File: src/rtl/heart_bank_selector.sv
// Lives display mux for the player HUD: picks the lowest-index visible heart pixel.
// Optional blink of lost hearts is enabled by defining HEART_BLINK_EN.
module heart_bank_selector #(
  parameter int NUM_HEARTS   = 3,
  parameter int LIVES_W      = 3,
  parameter int RGB_W        = 8,
  parameter int BLINK_FRAMES = 32,
  parameter int BLINK_HALF   = 4
) (
  input  logic                        clk,
  input  logic                        rst,
  input  logic                        start_of_frame,
  input  logic [LIVES_W-1:0]          lives,
  input  logic [NUM_HEARTS-1:0]       heart_drawing_requests,
  input  logic [NUM_HEARTS*RGB_W-1:0] heart_rgb,
  output logic                        drawing_request,
  output logic [RGB_W-1:0]            rgb,
  output logic                        blinking
);

  logic                  lives_valid_s;
  logic [NUM_HEARTS-1:0] visible_s;
  logic                  blink_nx_s;
  logic                  sel_req_s;
  logic [RGB_W-1:0]      sel_rgb_s;

  assign lives_valid_s = (lives <= LIVES_W'(NUM_HEARTS));

`ifdef HEART_BLINK_EN
  localparam logic [0:0] ST_IDLE  = 1'b0;
  localparam logic [0:0] ST_BLINK = 1'b1;
  localparam int CNT_W  = $clog2(BLINK_FRAMES + 1);
  localparam int HALF_W = (BLINK_HALF > 1) ? $clog2(BLINK_HALF) : 1;

  logic [0:0]         state_r, state_nx_s;
  logic [LIVES_W-1:0] lives_prev_r;
  logic [LIVES_W-1:0] blink_lo_r, blink_lo_nx_s;
  logic [LIVES_W-1:0] blink_hi_r, blink_hi_nx_s;
  logic [CNT_W-1:0]   frame_cnt_r, frame_cnt_nx_s;
  logic [HALF_W-1:0]  half_cnt_r, half_cnt_nx_s;
  logic               phase_on_r, phase_on_nx_s;

  // Blink FSM next-state: invalid lives > loss > lives increase > frame tick
  always_comb begin
    state_nx_s     = state_r;
    blink_lo_nx_s  = blink_lo_r;
    blink_hi_nx_s  = blink_hi_r;
    frame_cnt_nx_s = frame_cnt_r;
    half_cnt_nx_s  = half_cnt_r;
    phase_on_nx_s  = phase_on_r;
    if (!lives_valid_s) begin
      state_nx_s = ST_IDLE;
    end else if (lives < lives_prev_r) begin
      state_nx_s     = ST_BLINK;
      blink_lo_nx_s  = lives;
      blink_hi_nx_s  = (state_r == ST_BLINK) ? blink_hi_r : (lives_prev_r - LIVES_W'(1));
      frame_cnt_nx_s = {CNT_W{1'b0}};
      half_cnt_nx_s  = {HALF_W{1'b0}};
      phase_on_nx_s  = 1'b1;
    end else if (state_r == ST_BLINK) begin
      if (lives > lives_prev_r) begin
        state_nx_s = ST_IDLE;
      end else if (start_of_frame) begin
        frame_cnt_nx_s = frame_cnt_r + CNT_W'(1);
        if (half_cnt_r == HALF_W'(BLINK_HALF - 1)) begin
          half_cnt_nx_s = {HALF_W{1'b0}};
          phase_on_nx_s = ~phase_on_r;
        end else begin
          half_cnt_nx_s = half_cnt_r + HALF_W'(1);
        end
        if (frame_cnt_nx_s == CNT_W'(BLINK_FRAMES)) begin
          state_nx_s = ST_IDLE;
        end else begin
          state_nx_s = ST_BLINK;
        end
      end else begin
        state_nx_s = ST_BLINK;
      end
    end else begin
      state_nx_s = ST_IDLE;
    end
  end

  // FSM, blink range, counters and previous-lives registers
  always_ff @(posedge clk) begin
    if (rst) begin
      state_r      <= ST_IDLE;
      lives_prev_r <= {LIVES_W{1'b0}};
      blink_lo_r   <= {LIVES_W{1'b0}};
      blink_hi_r   <= {LIVES_W{1'b0}};
      frame_cnt_r  <= {CNT_W{1'b0}};
      half_cnt_r   <= {HALF_W{1'b0}};
      phase_on_r   <= 1'b0;
    end else begin
      state_r     <= state_nx_s;
      blink_lo_r  <= blink_lo_nx_s;
      blink_hi_r  <= blink_hi_nx_s;
      frame_cnt_r <= frame_cnt_nx_s;
      half_cnt_r  <= half_cnt_nx_s;
      phase_on_r  <= phase_on_nx_s;
      if (lives_valid_s) begin
        lives_prev_r <= lives;
      end else begin
        lives_prev_r <= lives_prev_r;
      end
    end
  end

  // Visibility uses next-state values so a loss or abort shows with the same latency as lives
  always_comb begin
    visible_s  = {NUM_HEARTS{1'b0}};
    blink_nx_s = (state_nx_s == ST_BLINK);
    for (int i = 0; i < NUM_HEARTS; i++) begin
      visible_s[i] = (LIVES_W'(i) < lives) ||
                     (blink_nx_s && phase_on_nx_s &&
                      (LIVES_W'(i) >= blink_lo_nx_s) && (LIVES_W'(i) <= blink_hi_nx_s));
    end
  end
`else
  logic unused_start_of_frame_s;
  assign unused_start_of_frame_s = start_of_frame;

  // Steady hearts only: lost hearts vanish immediately
  always_comb begin
    visible_s  = {NUM_HEARTS{1'b0}};
    blink_nx_s = 1'b0;
    for (int i = 0; i < NUM_HEARTS; i++) begin
      visible_s[i] = (LIVES_W'(i) < lives);
    end
  end
`endif

  // Priority select: scan downwards so the lowest requesting visible heart wins
  always_comb begin
    sel_req_s = 1'b0;
    sel_rgb_s = {RGB_W{1'b0}};
    for (int i = NUM_HEARTS - 1; i >= 0; i--) begin
      if (lives_valid_s && visible_s[i] && heart_drawing_requests[i]) begin
        sel_req_s = 1'b1;
        sel_rgb_s = heart_rgb[i*RGB_W +: RGB_W];
      end else begin
        sel_req_s = sel_req_s;
        sel_rgb_s = sel_rgb_s;
      end
    end
  end

  // Registered pixel and status outputs
  always_ff @(posedge clk) begin
    if (rst) begin
      drawing_request <= 1'b0;
      rgb             <= {RGB_W{1'b0}};
      blinking        <= 1'b0;
    end else begin
      drawing_request <= sel_req_s;
      rgb             <= sel_rgb_s;
      blinking        <= blink_nx_s;
    end
  end

endmodule

File: config.mk
export PLATFORM = sky130hd
export DESIGN_NAME = heart_bank_selector
export DESIGN_NICKNAME = d
export VERILOG_FILES = /design/src/rtl/heart_bank_selector.sv
export SDC_FILE = /design/constraint.sdc
export NUM_CORES = 1
export LEC_CHECK = 0
export CORE_MARGIN = 1.5
export CORE_UTILIZATION = 30
export DETAILED_ROUTE_END_ITERATION = 16
export GPL_TIMING_DRIVEN = 0
export MAX_ROUTING_LAYER = met4
export PLACE_DENSITY_LB_ADDON = 0.3
export SETUP_SLACK_MARGIN = 0.02
export SYNTH_ARGS = -nofsm -noshare
export SYNTH_HDL_FRONTEND = slang
export SYNTH_SLANG_ARGS = --single-unit
export TNS_END_PERCENT = 5
File: constraint.sdc
create_clock -name clk -period 1.31 [get_ports clk]
set_clock_uncertainty 0.1 [all_clocks]
set_input_delay 0.393 -clock clk [delete_from_list [all_inputs] [get_ports clk]]
set_output_delay 0.393 -clock clk [all_outputs]
set_load 0.02 [all_outputs]
* Yosys cells after proc, flatten, opt, wreduce, memory -nomap -nowiden
Index checks and enable logic that the tools add are counted.
** Word-level totals
- Flip-flop bits (word level) :: 9
- Latch bits :: 0
- RAM bits :: 0
- ROM bits :: 0
- Input bits :: 33
- Output and inout port bits :: 10
- Word-level logic and storage cells :: 18
- Memories :: 0
** Cells by class
- $add $sub $neg :: 0
- Multiply operators :: 0
- Divide/modulo/power cells :: 0
- Magnitude comparators :: 4
- Eq/ne operators :: 0
- Shift operators :: 0
- Mux-type cells :: 6
- Bitwise operators :: 0
- Reduce and logical (&&, ||, !) cells :: 6
** Operators with widths (count)
- 8-bit 2-to-1 mux :: 3
- 1-bit logical AND :: 6
- 1-bit by 3-bit < comparator with 1-bit output (first input constant) :: 2
- 3-bit by 2-bit less-or-equal comparator with 1-bit output (second input constant) :: 1
- 2-bit by 3-bit < comparator with 1-bit output (first input constant) :: 1
- 1-bit 2-to-1 mux :: 3

* Longest topological paths before layout
- Word-level depth :: 6
- Gate-level depth with buffers :: 5
- Gate-level depth less buffers :: 3

* Worst setup path before layout
OpenSTA, ideal clock, no wires.
- Path type :: input -> register
- From :: input port lives[2]
- To :: register rgb[0]
- Library setup time :: 80 ps
- Data arrival time :: 1139 ps
- Required time :: 1130 ps
- Slack :: -9 ps
- Cell stages on the path :: 5
- Buffers on the path :: 2
- Cells stage by stage :: buf_6 > and4b_1 > buf_4 > nand3b_1 > a211oi_2
** Between the ends
- Cells in the longest elaborated chain, start to end :: 6
- Elaborated cells on any way between the ends :: 13
- Classes of those cells :: order compare: 4; mux: 3; reduce/logical: 6
** Ends and longest elaborated chain
- from (decl) :: RTL line 13 : input logic [LIVES_W-1:0] lives,
- 3-bit by 2-bit less-or-equal comparator with 1-bit output / 2-bit by 3-bit < comparator with 1-bit output (equally long branches) :: RTL line 27, 128
- 1-bit logical AND (2 in a row) :: RTL line 138 : if (lives_valid_s && visible_s[i] && heart_drawing_requests[i]) begin
- 8-bit 2-to-1 mux (2 in a row) :: RTL line 138
- 8-bit 2-to-1 mux (*) :: RTL line 138
- to (signal assigned) :: RTL line 152 : rgb <= {RGB_W{1'b0}};
- to (signal assigned) :: RTL line 156 : rgb <= sel_rgb_s;
- to (decl) :: RTL line 17 : output logic [RGB_W-1:0] rgb,
Every way passes the cells marked *; elsewhere a longest branch is shown, timed or not.
A chain may end at the register's enable or synchronous reset.

* Final worst setup path
- From :: input port heart_rgb[14]
- To :: register rgb[6]
** Between the ends
- Cells in the longest elaborated chain, start to end :: 2
** Ends and longest elaborated chain
- from (decl) :: RTL line 15 : input logic [NUM_HEARTS*RGB_W-1:0] heart_rgb,
- 8-bit 2-to-1 mux (2 in a row) :: RTL line 138
No other way between the ends.

==> flow_summary.json <==
{
  "period_minus_slack_ns": 1.26,
  "netlist_area_um2": 581,
  "rsz0062_at_grt": "yes",
  "drc": 0,
  "drv_slew": 0,
  "path_clk_slew_ns": 0.06,
  "clockBufferDepth": 2,
  "path_class": "in2reg",
  "fin_nets": 141,
  "io_buffer_count": 37,
  "io_pins": 43,
  "coreArea_um2": 1760,
  "layout_common_cells": "clkdlybuf4s50_1, buf_2, a21o_1, dfxtp_1",
  "drt_iter0_markers": 11,
  "grt_pass1_wl_um": 2750,
  "antenna_found_initial": 0,
  "synth_nets": 98,
  "grt_max_degree": 11,
  "path_max_fanout": 1,
  "dpl.cell_count": 127,
  "crit_required_ns": 1.40,
  "place_hpwl_um": 1270,
  "holdWs_ns": 0.334,
  "wirelength_um": 1750,
  "relSlewSlack_pct": 58.9,
  "min_period_over_period_pct": 96.2,
  "ys_warn_count": 0,
  "ir_drop_mv": 0.423,
  "die_w_um": 47.0,
  "cts_htree_levels": 1,
  "min_path_type": "in2reg",
  "finish.utilization_pct": 56.0,
  "startpoint_type": "primary input",
  "syn_to_final_growth_pct": 70.0,
  "outcome": "finished clean",
  "layout_commonest_cell": "clkdlybuf4s50_1",
  "synth_seq_cells": 9,
  "p_leak_uw": 0.000389,
  "maxCapViolations": 0,
  "grt.overflow.total": 0,
  "clockRootBuffer": "clkbuf_4",
  "finalHoldViolCount": 0,
  "grtUsageMet3_pct": 10.4,
  "vias_per_cell": 4.98,
  "initial_utilization_pct": 32.9,
  "diodes": 0,
  "cts_tree": "done",
  "cts_inserted_buffers": 3,
  "cp-end-kind": "flip-flop",
  "die_h_um": 47.0,
  "num_rows": 15,
  "place_congestion": 0.792,
  "syn_inst": 65,
  "clock-sinks": 9,
  "power_density_nw_per_um2": 752,
  "vias": 657,
  "dieArea_um2": 2210,
  "synthDistinctLibCells": 17,
  "grt_pass1_vias": 645,
  "grt_util_met2_pct": 28.8,
  "drive_gt1_share_pct": 27.1,
  "fin_cells": 132,
  "drtAntennaViolNets": 0,
  "grt_use_met1_pct": 20.6,
  "gr-usage-all-layers_pct": 18.9,
  "arrival_ns": 1.35,
  "busiest_layer": "met2",
  "slowest_delay_ns": 0.46,
  "slowest_stage": "clkdlybuf4s50_1",
  "drt-pass1-iter-count": 4,
  "finalSetupViolCount": 0,
  "wl_per_cell_um": 13.3,
  "crit_chain": "clkdlybuf4s50_1 -> nand3_1 -> a21o_1 -> a211oi_2",
  "max_freq_mhz": 793,
  "worst_pin_slew_ns": 0.616,
  "syn-mean-instance-area_um2": 8.93,
  "yosysSeqAreaShare_pct": 31.0
}
## logic make-up after synthesis
group / after synthesis / share of synthesized area (%)
flip-flops: 9 / 31.0
other: 1 / 0.646
AO/OA/AOI/OAI: 20 / 32.5
AND/OR/NAND/NOR: 26 / 26.5
buffers and inverters: 9 / 9.27
## cell type report
type                       instances  area (um^2)
buffer                             9         62.6
multi-input combinational         47          354
timing repair buffer              38          333
clock buffer                       4         26.3
tap                               25         31.3
sequential                         9          180
fill                             183          777
## where the power goes
part	total [uW]	internal (uW)	switching [uW]
logic	231	130	101
clock network	222	118	104
registers	290	287	2.70
## sequential cells by signal, summed over array words and instances (netlist names)
name / cells
drawing_request: 1
rgb: 8
## layer usage
layer / vias to the layer above / part of all wire, %
met2: 27 / 49
met5: - / 0
met4: 0 / 1.0
met3: 2 / 9.8
met1: 302 / 40
li1: 326 / -
## final timing paths
| check | from | end | slack, ns | cells after the start |
|---|---|---|---|---|
| max | heart_rgb[14] | rgb[6] | 0.05 | 4 |
| min | lives[2] | rgb[7] | 0.33 | 3 |
## what timing repair did
action | in CTS | in global routing
endpoints found under the setup margin | 18 | 9
hold buffers | 0 | 0
pin swaps | 6 | 0
setup buffers | 1 | 0
cloned | 0 | 0
gates resized for setup | 42 | 4
## critical path: cells and delay by family
| kind | cells | cell delay [ns] |
|---|---|---|
| AOI/OAI and AO/OA | 2 | 0.41 |
| and+or+nand+nor | 1 | 0.09 |
| buffers and inverters | 1 | 0.46 |
## cells in the mapped netlist
| master | number | area share [%] |
|---|---|---|
| buf_2 | 4 | 3.4 |
| dfxtp_1 | 9 | 31 |
| nor3_1 | 8 | 6.9 |
| and4b_1 | 1 | 1.7 |
| buf_4 | 2 | 2.6 |
| buf_1 | 1 | 0.65 |
| a21o_1 | 9 | 12 |
| nand3_1 | 8 | 6.9 |
| a211oi_1 | 1 | 1.3 |
| nand3b_1 | 8 | 10 |
| o21ai_2 | 1 | 1.5 |
| buf_6 | 1 | 1.9 |
| a211oi_2 | 8 | 17 |
| nand2_1 | 1 | 0.65 |
| clkbuf_1 | 1 | 0.65 |
| o21ai_0 | 1 | 0.86 |
| conb_1 | 1 | 0.65 |
## through the flow
step | power, uW | TNS [ns] | cell area (um^2) | setup WS [ns]
2_1_floorplan | 403 | -0.0418 | 584 | -0.00597
3_3_place_gp | 532 | -5.60 | 986 | -0.590
3_5_place_dp | 534 | -5.70 | 986 | -0.599
4_1_cts | 750 | -0.0380 | 988 | -0.0380
5_1_grt | 787 | 0 | 987 | 0.00377
6_report | 742 | 0 | 987 | 0.0493
No activity file was read; power rests on OpenSTA's default activity.
